File: src/rtl/serial_checking_sink_pkg.sv
// serial_checking_sink_pkg: shared constants, FSM encoding and LFSR step for the checking sink.
package serial_checking_sink_pkg;
   localparam int FLIT_W_DEF = 8;
   localparam int ADDR_SZ_DEF = 4;
   localparam logic [7:0] LFSR_SEED_DEF = 8'hA5;
   // x^8+x^6+x^5+x^4+1 expressed as a mask over the shift-left register bits 7,5,4,3
   localparam logic [7:0] LFSR_TAPS = 8'hB8;
   typedef enum logic [1:0] {IDLE, RECV, CHECK, STALL} state_t;
   function automatic logic [7:0] lfsr_next(input logic [7:0] s);
      return {s[6:0], ^(s & LFSR_TAPS)};
   endfunction
endpackage

File: src/rtl/serial_checking_sink_lfsr8.sv
// lfsr8: free-running 8-bit Fibonacci LFSR, advances every cycle outside reset.
module lfsr8
   import serial_checking_sink_pkg::*;
#(
   parameter logic [7:0] SEED = LFSR_SEED_DEF
) (
   input  logic       clk,
   input  logic       reset,
   output logic [7:0] state
);
   always_ff @(posedge clk or negedge reset)
      if (!reset) state <= SEED;
      else state <= lfsr_next(state);
endmodule

File: src/rtl/serial_checking_sink.sv
// serial_checking_sink: deserializes router tx frames, checks destination, counts flits and
// applies LFSR-driven back-pressure.
module serial_checking_sink
   import serial_checking_sink_pkg::*;
#(
   parameter int         id          = 0,
   parameter int         hospitality = 255,
   parameter int         FLIT_W      = FLIT_W_DEF,
   parameter int         ADDR_SZ     = ADDR_SZ_DEF,
   parameter logic [7:0] LFSR_SEED   = LFSR_SEED_DEF
) (
   input  logic              clk,
   input  logic              reset,
   input  logic              serial_in,
   output logic              channel_busy,
   output logic [FLIT_W-1:0] flit_out,
   output logic              flit_valid,
   output logic              misroute,
   output logic [19:0]       rx_count,
   output logic [15:0]       err_count
);
   localparam int CW = $clog2(FLIT_W);
   state_t            state;
   logic [CW-1:0]     bitcnt;
   logic [FLIT_W-1:0] shreg;
   logic [4:0]        stall_cnt;
   logic [7:0]        lfsr;
   logic              miss;
   logic              stall_go;
   lfsr8 #(.SEED(LFSR_SEED)) u_lfsr (.clk(clk), .reset(reset), .state(lfsr));
   assign miss = shreg[FLIT_W-1 -: ADDR_SZ] != ADDR_SZ'(id);
   assign stall_go = int'(lfsr) > hospitality;
   // channel_busy is registered alongside the state so it is high exactly when state != IDLE
   always_ff @(posedge clk or negedge reset) begin
      if (!reset) begin
         state        <= IDLE;
         bitcnt       <= '0;
         shreg        <= '0;
         stall_cnt    <= '0;
         channel_busy <= 1'b0;
         flit_out     <= '0;
         flit_valid   <= 1'b0;
         misroute     <= 1'b0;
         rx_count     <= '0;
         err_count    <= '0;
      end else begin
         flit_valid <= 1'b0;
         misroute   <= 1'b0;
         case (state)
            IDLE: if (serial_in) begin
               state        <= RECV;
               bitcnt       <= '0;
               channel_busy <= 1'b1;
            end
            RECV: begin
               shreg[bitcnt] <= serial_in;
               bitcnt        <= bitcnt + 1'b1;
               if (bitcnt == CW'(FLIT_W - 1)) state <= CHECK;
            end
            CHECK: begin
               flit_valid <= 1'b1;
               flit_out   <= shreg;
               misroute   <= miss;
               if (rx_count != '1) rx_count <= rx_count + 1'b1;
               if (miss && err_count != '1) err_count <= err_count + 1'b1;
               if (stall_go) begin
                  stall_cnt <= {1'b0, lfsr[3:0]} + 5'd1;
                  state     <= STALL;
               end else begin
                  state        <= IDLE;
                  channel_busy <= 1'b0;
               end
            end
            STALL: if (stall_cnt == 5'd1) begin
               state        <= IDLE;
               channel_busy <= 1'b0;
            end else stall_cnt <= stall_cnt - 1'b1;
            default: state <= IDLE;
         endcase
      end
   end
endmodule
File: config.mk
export PLATFORM = sky130hd
export DESIGN_NAME = serial_checking_sink
export DESIGN_NICKNAME = d
export VERILOG_FILES = /design/src/rtl/serial_checking_sink_pkg.sv /design/src/rtl/serial_checking_sink_lfsr8.sv /design/src/rtl/serial_checking_sink.sv
export SDC_FILE = /design/constraint.sdc
export NUM_CORES = 1
export LEC_CHECK = 0
export ABC_AREA = 1
export BUFFER_PORTS_ARGS = -buffer_cell sky130_fd_sc_hd__buf_2
export CORE_AREA = 2 2 69 120
export CTS_CLUSTER_DIAMETER = 40
export CTS_CLUSTER_SIZE = 20
export DETAILED_ROUTE_END_ITERATION = 12
export DIE_AREA = 0 0 71 122
export GPL_TIMING_DRIVEN = 1
export PLACE_DENSITY_LB_ADDON = 0.08
export REMOVE_ABC_BUFFERS = 1
export SYNTH_ARGS = -nofsm -noshare
export SYNTH_HDL_FRONTEND = slang
export SYNTH_SLANG_ARGS = --single-unit
File: constraint.sdc
create_clock -name clk -period 4.4 [get_ports clk]
set_clock_uncertainty 0.05 [all_clocks]
set_input_delay 0.22 -clock clk [delete_from_list [all_inputs] [get_ports clk]]
set_output_delay 0.22 -clock clk [all_outputs]
set_load 0.02 [all_outputs]
; ---- After elaboration in Yosys (flattened, before gate mapping)
; Cells that the tools add are included.
[word_totals]
register_bits = 65
inputBits = 3
word_cells = 53
[op_classes]
eq_ne = 10
mux = 14
n_addsub = 4
n_lt_le_gt_ge = 2
n_bitwise = 1
reduce_logical = 12
[ops]
columns = cell, n
row1 = adder 20 x 1 -> 20 bit (second input constant), 1
row2 = != test 20 bit (second input constant), 1
row3 = adder 16 x 1 -> 16 bit (second input constant), 1
row4 = != test 16 bit (second input constant), 1
row5 = bitwise mux 8 bit, 1
row6 = case mux 2 bit (4 select lines), 1
row7 = AND reduction 2 bit, 4
row8 = two-way mux 2 bit, 3
row9 = != test 2 bit (second input constant), 3
row10 = case mux 3 bit (2 select lines), 1
row11 = AND reduction 3 bit, 2
row12 = == test 5 x 1 -> 1 bit (second input constant), 1
row13 = two-way mux 1 bit, 5
row14 = subtractor 5 x 1 -> 5 bit (second input constant), 1
row15 = == test 2 bit (second input constant), 2
row16 = < comparator 3 x 4 -> 1 bit (second input constant), 1
row17 = nonzero test 4 bit, 1
row18 = adder 3 x 1 -> 3 bit (second input constant), 1
row19 = demux 1 bit (select 3 bit), 1
row20 = == test 3 bit (second input constant), 1
row21 = greater-or-equal comparator 3 x 1 -> 1 bit (second input constant), 1
row22 = two-way mux 3 bit, 1
row23 = case mux 1 bit (3 select lines), 1
row24 = nonzero test 3 bit, 1
row25 = other kinds (5), 6

; ---- Logic depth before layout (Yosys ltp)
; Gate-level depths: netlist of run 1.
[depth]
depth_word = 5
mapped_depth = 10
ltp_nobuf = 10

; ---- Worst setup path before layout of run 1
; OpenSTA, ideal clock, no wires.
[synth_timing]
path_type = reg-to-reg
startpoint = register err_count[0]
endpoint = register err_count[5]
synth_period_minus_slack_ns = 1.789
arrival_time_ns = 1.622
setup_slack_ns = 2.611
path_stages_with_launch = 10
required_time_ns = 4.233
path_cell_list = dfrtp_1 > ha_1 > nand3_4 > nor3_4 > nand2_2 > nor2_1 > nor2_4 > buf_6 > nand2_1 > nand2_1
[synth_between]
elab_chain_cells = 3
word_cells_on_any_way = 4
classes_between = add/sub: 1 / eq/ne: 1 / reduce/logical: 2
[synth_rtl]
columns = element, line
row1 = from (decl), serial_checking_sink.sv:20  ; output logic [15:0] err_count
row2 = from (signal assigned), serial_checking_sink.sv:65  ; if (miss && err_count != '1) err_count <= err_count + 1'b1;
row3 = "parallel branches: the longest is 3 deep, another holds adder 16 x 1 -> 16 bit", -
; Parallel ways; which one is timed is not known.
; A chain may end at the register's enable or synchronous reset.

; ---- Worst setup path in the final report of run 1
[layout_timing]
startpoint = register rx_count[0]
endpoint = register rx_count[5]
[layout_between]
elab_chain_cells = 2
word_cells_on_any_way = 3
classes_between = add/sub: 1 / eq/ne: 1 / reduce/logical: 1
[layout_rtl]
columns = element, line
row1 = from (decl), serial_checking_sink.sv:19  ; output logic [19:0] rx_count,
row2 = from (signal assigned), serial_checking_sink.sv:64  ; if (rx_count != '1) rx_count <= rx_count + 1'b1;
row3 = "parallel branches: the longest is 2 deep, another holds adder 20 x 1 -> 20 bit", -
; Parallel ways; which one is timed is not known.

==> metrics.txt, run 1 <==
outcome complete, no violations; GR Layer Usage met2 0.328; YS warnings 0; CTS Sinks between 60 and 70; most common cell after layout, fill and taps aside nand2_1; Synth area leaders dfrtp_1, nand2_1, nor2_1; Slew @ Worst Pin 0.713 ns; synthesized flop and latch total 65; synthesized instance count approximately 430; max_slew headroom 0.525; Leak just over 2 nW; clock share of power 0.320; WL per Instance roughly 13 µm; CTS tree built; combinational fraction of design power 0.278; TritonCTS buffer count 9; DRC 0; max capacitance violation total 0; Reg power frac 0.402; met1 Track Usage GR 0.205; die width between 70 and 80 µm; setup TNS 0 ns; Min-Delay Path Class in -> reg; worst r2r dst rx_count[5]; layout cells sized above 1 0.168; total wire length around 7.3 mm; io pins 50; global-route wire length before repair 12.5 mm; met3 Use GR 0.0314; RSZ-0062 raised after global routing false; via count ~2.8k; end of the worst hold path shreg[5]; hold depth 3; maximum VDD drop 0.302 mV; slowest CP cell dfrtp_1; vias in the first global route around 2.8k; crit path from rx_count[0]; fin util 0.517; most frequent cells in the layout nand2_1, dfrtp_1, buf_2, nor2_1, inv_1; # rows 43; n_diodes 0; Startpoint Class flip-flop; Psw approximately 0.8 mW; Inst Count DP ~560; Crit Path Max Fanout 15; worst-skew pair later-pin latency between 0.3 and 0.4 ns; Hold Crit Start serial_in; Placer Congestion a little over 0.8; crit share post-route 0.413; Setup Fix Bufs, Post-CTS 0; Max stage delay on crit path around 0.45 ns; largest net degree at the start of global routing 35; synthesized cell area around 0.0034 mm²; Core Area 0.00780 mm²; Routed Antenna Nets 0; Max Slew Vio Count 0; post-cts resize count 0; Finished Layout Cells 577; r2r startpoint rx_count[0]; global route overflow 0; clk buf depth 2; via/cell ratio 4.88; cell taking the most area after synthesis dfrtp_1; cell chain of the critical path ha_1 -> inv_1 -> nor2_1 -> nand2_1 -> nor2_4 -> nand2_2 -> nand2_2 -> o21ai_0; WP data required about 4.6 ns; cell area power density 548 mW/mm²; switching power share of the total 0.353; Clk pin slew, worst setup/hold paths around 0.050 ns; HPWL after DPL 5.43 mm; syn avg cell area ~8.0 µm²; I/O Buffers between 40 and 50; Pre-Repair DR Iteration Count 4; post-synthesis sequential area ratio 0.479; # setup viols final 0; All-Layer GR Usage 0.184; worst endpoint data arrival time 1.97 ns; die area 0.00866 mm²; Die H approximately 120 µm; Worst Reg-to-Reg Cells 8; critical path capture point type flip-flop; starting density of the core 0.435; Power Internal around 1.4 mW; count of cell types in the netlist 28; count of final hold-check violations 0; GRT busiest layer met2; initial drt markers roughly 150; f_max roughly 550 MHz; worst reg-to-reg setup slack 2.58 ns; most frequent CP cell nand2_2; initial antenna violation count 0; fin crit period 1.82 ns; Layout area overhead 18.7%; nets between 400 and 500; Crit Path Class reg -> reg; Synth top area share 0.479; total power between 2 and 2.5 mW; clock root cell clkbuf_16; Hold Buf Count CTS 1; H-Tree Depth 3
==> cell usage after synthesis (all sizes together) <==
cell and n:
nand3 26, ha 6, a31o 1, buf 3
o211ai 1, nand2 172, nor3 5, xnor2 17
dfrtp 65, and2 1, clkbuf 1, inv 35
a21oi 2, a31oi 3, nand4 3, xor2 12
o21ai 22, nor2 48, nand3b 2
==> state kept, by name, summed over array words and instances (netlist names) <==
| name | cells |
|---|---|
| bitcnt | 3 |
| channel_busy | 1 |
| err_count | 16 |
| flit_out | 8 |
| flit_valid | 1 |
| misroute | 1 |
| rx_count | 20 |
| shreg | 8 |
| stall_cnt | 5 |
| state | 2 |
==> layout make-up <==
class                   count  area, µm²
inverters                  35        131
clock inverters             3       40.0
repair buffers             51        263
multi-input cells         321       1600
fillers                   763       3770
clock buffers              12        256
well taps                  90        113
flip-flops and latches     65       1630
==> cells by family after synthesis <==
family | share of synthesized area
compound gates | 0.0545
xor+xnor | 0.0748
fa+ha+maj | 0.0221
buf+inv | 0.0497
flops | 0.479
simple gates | 0.320
==> per-layer routing <==
metal / vias up / wire, µm
met5: - / 0
met4: 0 / 175
met3: 12 / 203
met2: 42 / 3840
met1: 1313 / 3110
li1: 1448 / -
==> power groups by stage <==
| stage | combinational [mW] | clock (mW) | sequential (mW) |
|---|---|---|---|
| final | 0.614 | 0.706 | 0.888 |
| after global routing | 0.703 | 0.749 | 0.913 |
| after CTS | 0.628 | 0.724 | 0.889 |
| after detailed placement | 0.622 | 0 | 0.898 |
| after global placement | 0.613 | 0 | 0.893 |
| after floorplan | 0.353 | 0 | 0.964 |
==> through the flow <==
stage          hold WS, ns  cell area, µm²  setup slack, ns
3_3_place_gp         0.260            3720             2.58
5_1_grt              0.162            4030             2.36
2_1_floorplan       -0.126            3360             2.69
6_report             0.140            4030             2.58
4_1_cts              0.128            4030             2.54
3_5_place_dp         0.267            3720             2.56
==> worst max-delay path: cells and delay by family, from the launching register on <==
kind	cells	cell delay [ns]
adders and majority gates	1	0.26
AOI/OAI and AO/OA	1	0.12
and+or+nand+nor	5	0.75
buffers and inverters	1	0.05
DFF	1	0.45
==> worst max-delay path by stage <==
| stage | to | slack (ns) | depth (start not counted) |
|---|---|---|---|
| 2_1_floorplan | err_count[15] | 2.69 | 8 |
| 5_1_grt | rx_count[1] | 2.36 | 9 |
| 6_report | rx_count[5] | 2.58 | 8 |
| 4_1_cts | rx_count[5] | 2.54 | 8 |
| 3_5_place_dp | rx_count[5] | 2.56 | 8 |
| 3_3_place_gp | rx_count[2] | 2.58 | 8 |
Note: power is estimated with default switching activity, not from simulation.
==> run 2: changes to the inputs <==
--- a/config.mk
+++ b/config.mk
@@ -5,13 +5,13 @@
 export SDC_FILE = /design/constraint.sdc
 export NUM_CORES = 1
 export LEC_CHECK = 0
-export ABC_AREA = 1
+export ABC_AREA = 0
 export BUFFER_PORTS_ARGS = -buffer_cell sky130_fd_sc_hd__buf_2
-export CORE_AREA = 2 2 69 120
+export CORE_AREA = 2 2 65 112
 export CTS_CLUSTER_DIAMETER = 40
 export CTS_CLUSTER_SIZE = 20
 export DETAILED_ROUTE_END_ITERATION = 12
-export DIE_AREA = 0 0 71 122
+export DIE_AREA = 0 0 67 114
 export GPL_TIMING_DRIVEN = 1
 export PLACE_DENSITY_LB_ADDON = 0.08
 export REMOVE_ABC_BUFFERS = 1
==> constraint.sdc (replaced) <==
create_clock -name clk -period 1.6 [get_ports clk]
set_clock_uncertainty 0.05 [all_clocks]
set_input_delay 0.08 -clock clk [delete_from_list [all_inputs] [get_ports clk]]
set_output_delay 0.08 -clock clk [all_outputs]
set_load 0.02 [all_outputs]
==> run 2 against run 1 <==
Compared with the run above:
- flip-flop and latch count did not move
- cell area grew 11%
- clock power rose to 2.9 times the previous value
- via count is 13% lower
- final cell count shrank 15%
- the run now ends with negative setup slack left
- synthesized cell count fell by 38%
- critical path type unchanged
- setup slack got worse by 2.7 ns
- die area is 12% lower
- register-to-register slack got worse by 2.7 ns
- critical path depth unchanged
- global-route usage grew 1.5 points
==> metrics.txt, run 2 <==
Leak 2.32 nW (was 2.06 nW); most common cell after layout, fill and taps aside buf_4 (was nand2_1); Min-Delay Path Class in -> reg (unchanged); synthesized instance count 263 (was 425); Slew @ Worst Pin 0.351 ns (was 0.713 ns); Post-DP Area 0.00382 mm² (was 0.00372 mm²); Pre-Repair DR Iteration Count 4 (unchanged); fin util 0.657 (was 0.517); post-synthesis sequential area ratio 0.555 (was 0.479); io pins 50 (unchanged); WP data required 1.80 ns (was 4.55 ns); end of the worst hold path shreg[2] (was shreg[5]); synthesized cell area 0.00293 mm² (was 0.00340 mm²); syn avg cell area 11.2 µm² (was 7.99 µm²); Routed Antenna Nets 0 (unchanged); YS warnings 0 (unchanged); cell chain of the critical path ha_2 -> nand4_1 -> buf_4 -> nor3_4 -> a211oi_4 -> buf_6 -> and3_4 -> xor2_1 (was ha_1 -> inv_1 -> nor2_1 -> nand2_1 -> nor2_4 -> nand2_2 -> nand2_2 -> o21ai_0); Layout area overhead 52.5% (was 18.7%); Inst Count DP 465 (was 561); count of final hold-check violations 0 (unchanged); starting density of the core 0.431 (was 0.435); combinational fraction of design power 0.319 (was 0.278); worst reg-to-reg setup slack -0.07 ns (was 2.58 ns); vias in the first global route 2,459 (was 2,764); Reg power frac 0.366 (was 0.402); total wire length 6.85 mm (was 7.33 mm); CTS tree built (unchanged); synthesized flop and latch total 65 (unchanged); via/cell ratio 5.00 (was 4.88); # setup viols final 20 (was 0); failing checks negative setup slack; nets 410 (was 492); cell taking the most area after synthesis dfrtp_1 (unchanged); slowest CP cell dfrtp_1 (unchanged); via count 2,445 (was 2,815); leading registers by flop count rx_count (20), err_count (16) (unchanged); Psw 2.02 mW (was 0.780 mW); Finished Layout Cells 489 (was 577); DRC 0 (unchanged); CTS Sinks 65 (unchanged); Max stage delay on crit path 0.39 ns (was 0.45 ns); Synth top area share 0.555 (was 0.479); most frequent cells in the layout buf_4, dfrtp_1, buf_2, nand2_1, xnor2_1 (was nand2_1, dfrtp_1, buf_2, nor2_1, inv_1); Crit Path Max Fanout 4 (was 15); initial drt markers 119 (was 153); clock root cell clkbuf_16 (unchanged); fillcell total 576 (was 763); Post-synth EDFFs 0 (unchanged); worst r2r dst rx_count[7] (was rx_count[5]); maximum VDD drop 0.882 mV (was 0.302 mV); Placer Congestion 0.750 (was 0.815); RSZ-0062 raised after global routing true (was false); clk buf depth 2 (unchanged); crit share post-route 1.05 (was 0.413); Core Area 0.00681 mm² (was 0.00780 mm²); switching power share of the total 0.312 (was 0.353); critical path capture point type flip-flop (unchanged); Async SR Flop Fraction 1.00 (unchanged); Clk pin slew, worst setup/hold paths 0.05 ns (about the same); Power Internal 4.44 mW (was 1.43 mW); Synth top cells by count dfrtp_1, nand2_1, xnor2_1 (was nand2_1, dfrtp_1, nor2_1); sequential cell area 0.00163 mm² (unchanged); Worst Reg-to-Reg Cells 8 (unchanged); Hold Crit Start serial_in (unchanged); Max Slew Vio Count 0 (unchanged); I/O Buffers 49 (unchanged); f_max 598 MHz (was 550 MHz); count of cell types in the netlist 38 (was 28); final worst-path setup slack -0.0729 ns (was 2.58 ns); cell area after layout 0.00447 mm² (was 0.00403 mm²); fin crit period 1.67 ns (was 1.82 ns); max capacitance violation total 0 (unchanged); TritonCTS buffer count 9 (unchanged); layout cells sized above 1 0.509 (was 0.168); WL per Instance 14.0 µm (was 12.7 µm); global-route wire length before repair 11.2 mm (was 12.5 mm); worst endpoint data arrival time 1.87 ns (was 1.97 ns); max reg flops 20 (unchanged); Synth area leaders dfrtp_1, xnor2_1, nand2_1 (was dfrtp_1, nand2_1, nor2_1); n_diodes 0 (unchanged); largest register by flop count rx_count (unchanged); Crit Path Class reg -> reg (unchanged); Startpoint Class flip-flop (unchanged); buffers plus inverters on the worst setup path 2 (was 1); worst-skew pair later-pin latency 0.33 ns (about the same); Die H 114 µm (was 122 µm); initial antenna violation count 0 (unchanged); global route overflow 0 (unchanged); cell family with most CP delay flip-flops (was simple AND/OR/NAND/NOR gates); max_slew headroom 0.766 (was 0.525); All-Layer GR Usage 0.199 (was 0.184); die area 0.00764 mm² (was 0.00866 mm²); cell area power density 1450 mW/mm² (was 548 mW/mm²); HPWL after DPL 4.89 mm (was 5.43 mm); area of the multi-input gates 0.00148 mm² (was 0.00160 mm²); hold depth 2 (was 3); outcome complete, but fails checks (was complete, no violations); largest net degree at the start of global routing 66 (was 35); r2r startpoint rx_count[0] (unchanged); die width 67 µm (was 71 µm); Top FF cell, synth dfrtp_1 (unchanged); H-Tree Depth 3 (unchanged); clock share of power 0.315 (was 0.320); top-count cell post-synth dfrtp_1 (was nand2_1); # rows 40 (was 43)
==> run 2: changes by cell type after synthesis, moves of 7 or more <==
| cell | previous run | this run |
|---|---|---|
| nand2_1 | 166 | 47 |
| inv_1 | 34 | 6 |
| nor2_1 | 43 | 17 |
| o21ai_0 | 21 | 4 |
| mux2_2 | 0 | 8 |
| nand3_1 | 25 | 18 |
==> run 2: metrics by stage <==
stage	hold slack [ns]	power (mW)	setup WS [ns]	setup TNS [ns]
CTS	0.104	6.46	-0.0753	-0.626
finish	0.100	6.46	-0.0729	-0.569
global placement	0.0759	4.28	-0.140	-2.21
floorplan	-0.266	3.44	-0.256	-5.00
detailed placement	0.0724	4.32	-0.205	-3.17
global route	0.121	6.85	-0.138	-2.87
==> run 2: cell families (layout without fill, tap and decap cells) <==
| group | after synthesis | count (layout) | share of synthesized area |
|---|---|---|---|
| xor+xnor | 35 | 35 | 0.105 |
| compound gates | 18 | 18 | 0.0529 |
| flops | 65 | 65 | 0.555 |
| simple gates | 119 | 119 | 0.212 |
| fa+ha+maj | 6 | 6 | 0.0256 |
| mux | 9 | 9 | 0.0358 |
| buf+inv | 11 | 153 | 0.0149 |
==> run 2: how the worst max path moves through the flow <==
stage                      start            end  cells after the start
finish               rx_count[0]    rx_count[7]                      8
detailed placement  err_count[0]  err_count[15]                      6
global route         rx_count[0]    rx_count[1]                      6
floorplan               state[0]   rx_count[11]                      6
CTS                  rx_count[0]    rx_count[1]                      6
global placement     rx_count[0]    rx_count[4]                      7
==> run 2: final cells by class <==
| type | count | area share |
|---|---|---|
| clock buffer | 13 | 0.0627 |
| sequential | 65 | 0.364 |
| multi-input combinational | 187 | 0.332 |
| timing repair buffer | 130 | 0.203 |
| inverter | 8 | 0.00783 |
| clock inverter | 2 | 0.00783 |
| tap | 84 | 0.0235 |
==> run 2: per-layer routing <==
metal	part of all wire	wire (µm)	global-route usage
met2	0.56	3860	0.354
met3	0.029	199	0.0296
met4	0.025	168	0.114
met1	0.38	2620	0.216
met5	0	0	0
==> run 2: power by group through the flow <==
stage               combinational, mW  sequential [mW]  clock [mW]
floorplan                       0.825             2.62           0
global placement                 1.93             2.35           0
finish                           2.06             2.37        2.04
global route                     2.28             2.43        2.14
detailed placement               1.96             2.36           0
CTS                              2.02             2.37        2.08
==> run 2: timing repair <==
action / 4_1_cts / 5_1_grt
hold endpoints to repair: 65 / 0
pin swaps: 26 / 24
resized for setup: 27 / 33
endpoints found under the setup margin: 34 / 41
setup buffers: 5 / 6
hold buffers: 1 / 0
==> run 2: worst register-to-register path, stage by stage, from the launching register on <==
cell	delay (ns)
dfrtp_1	0.39
ha_2	0.19
nand4_1	0.09
buf_4	0.13
nor3_4	0.04
a211oi_4	0.27
buf_6	0.15
and3_4	0.16
xor2_1	0.13
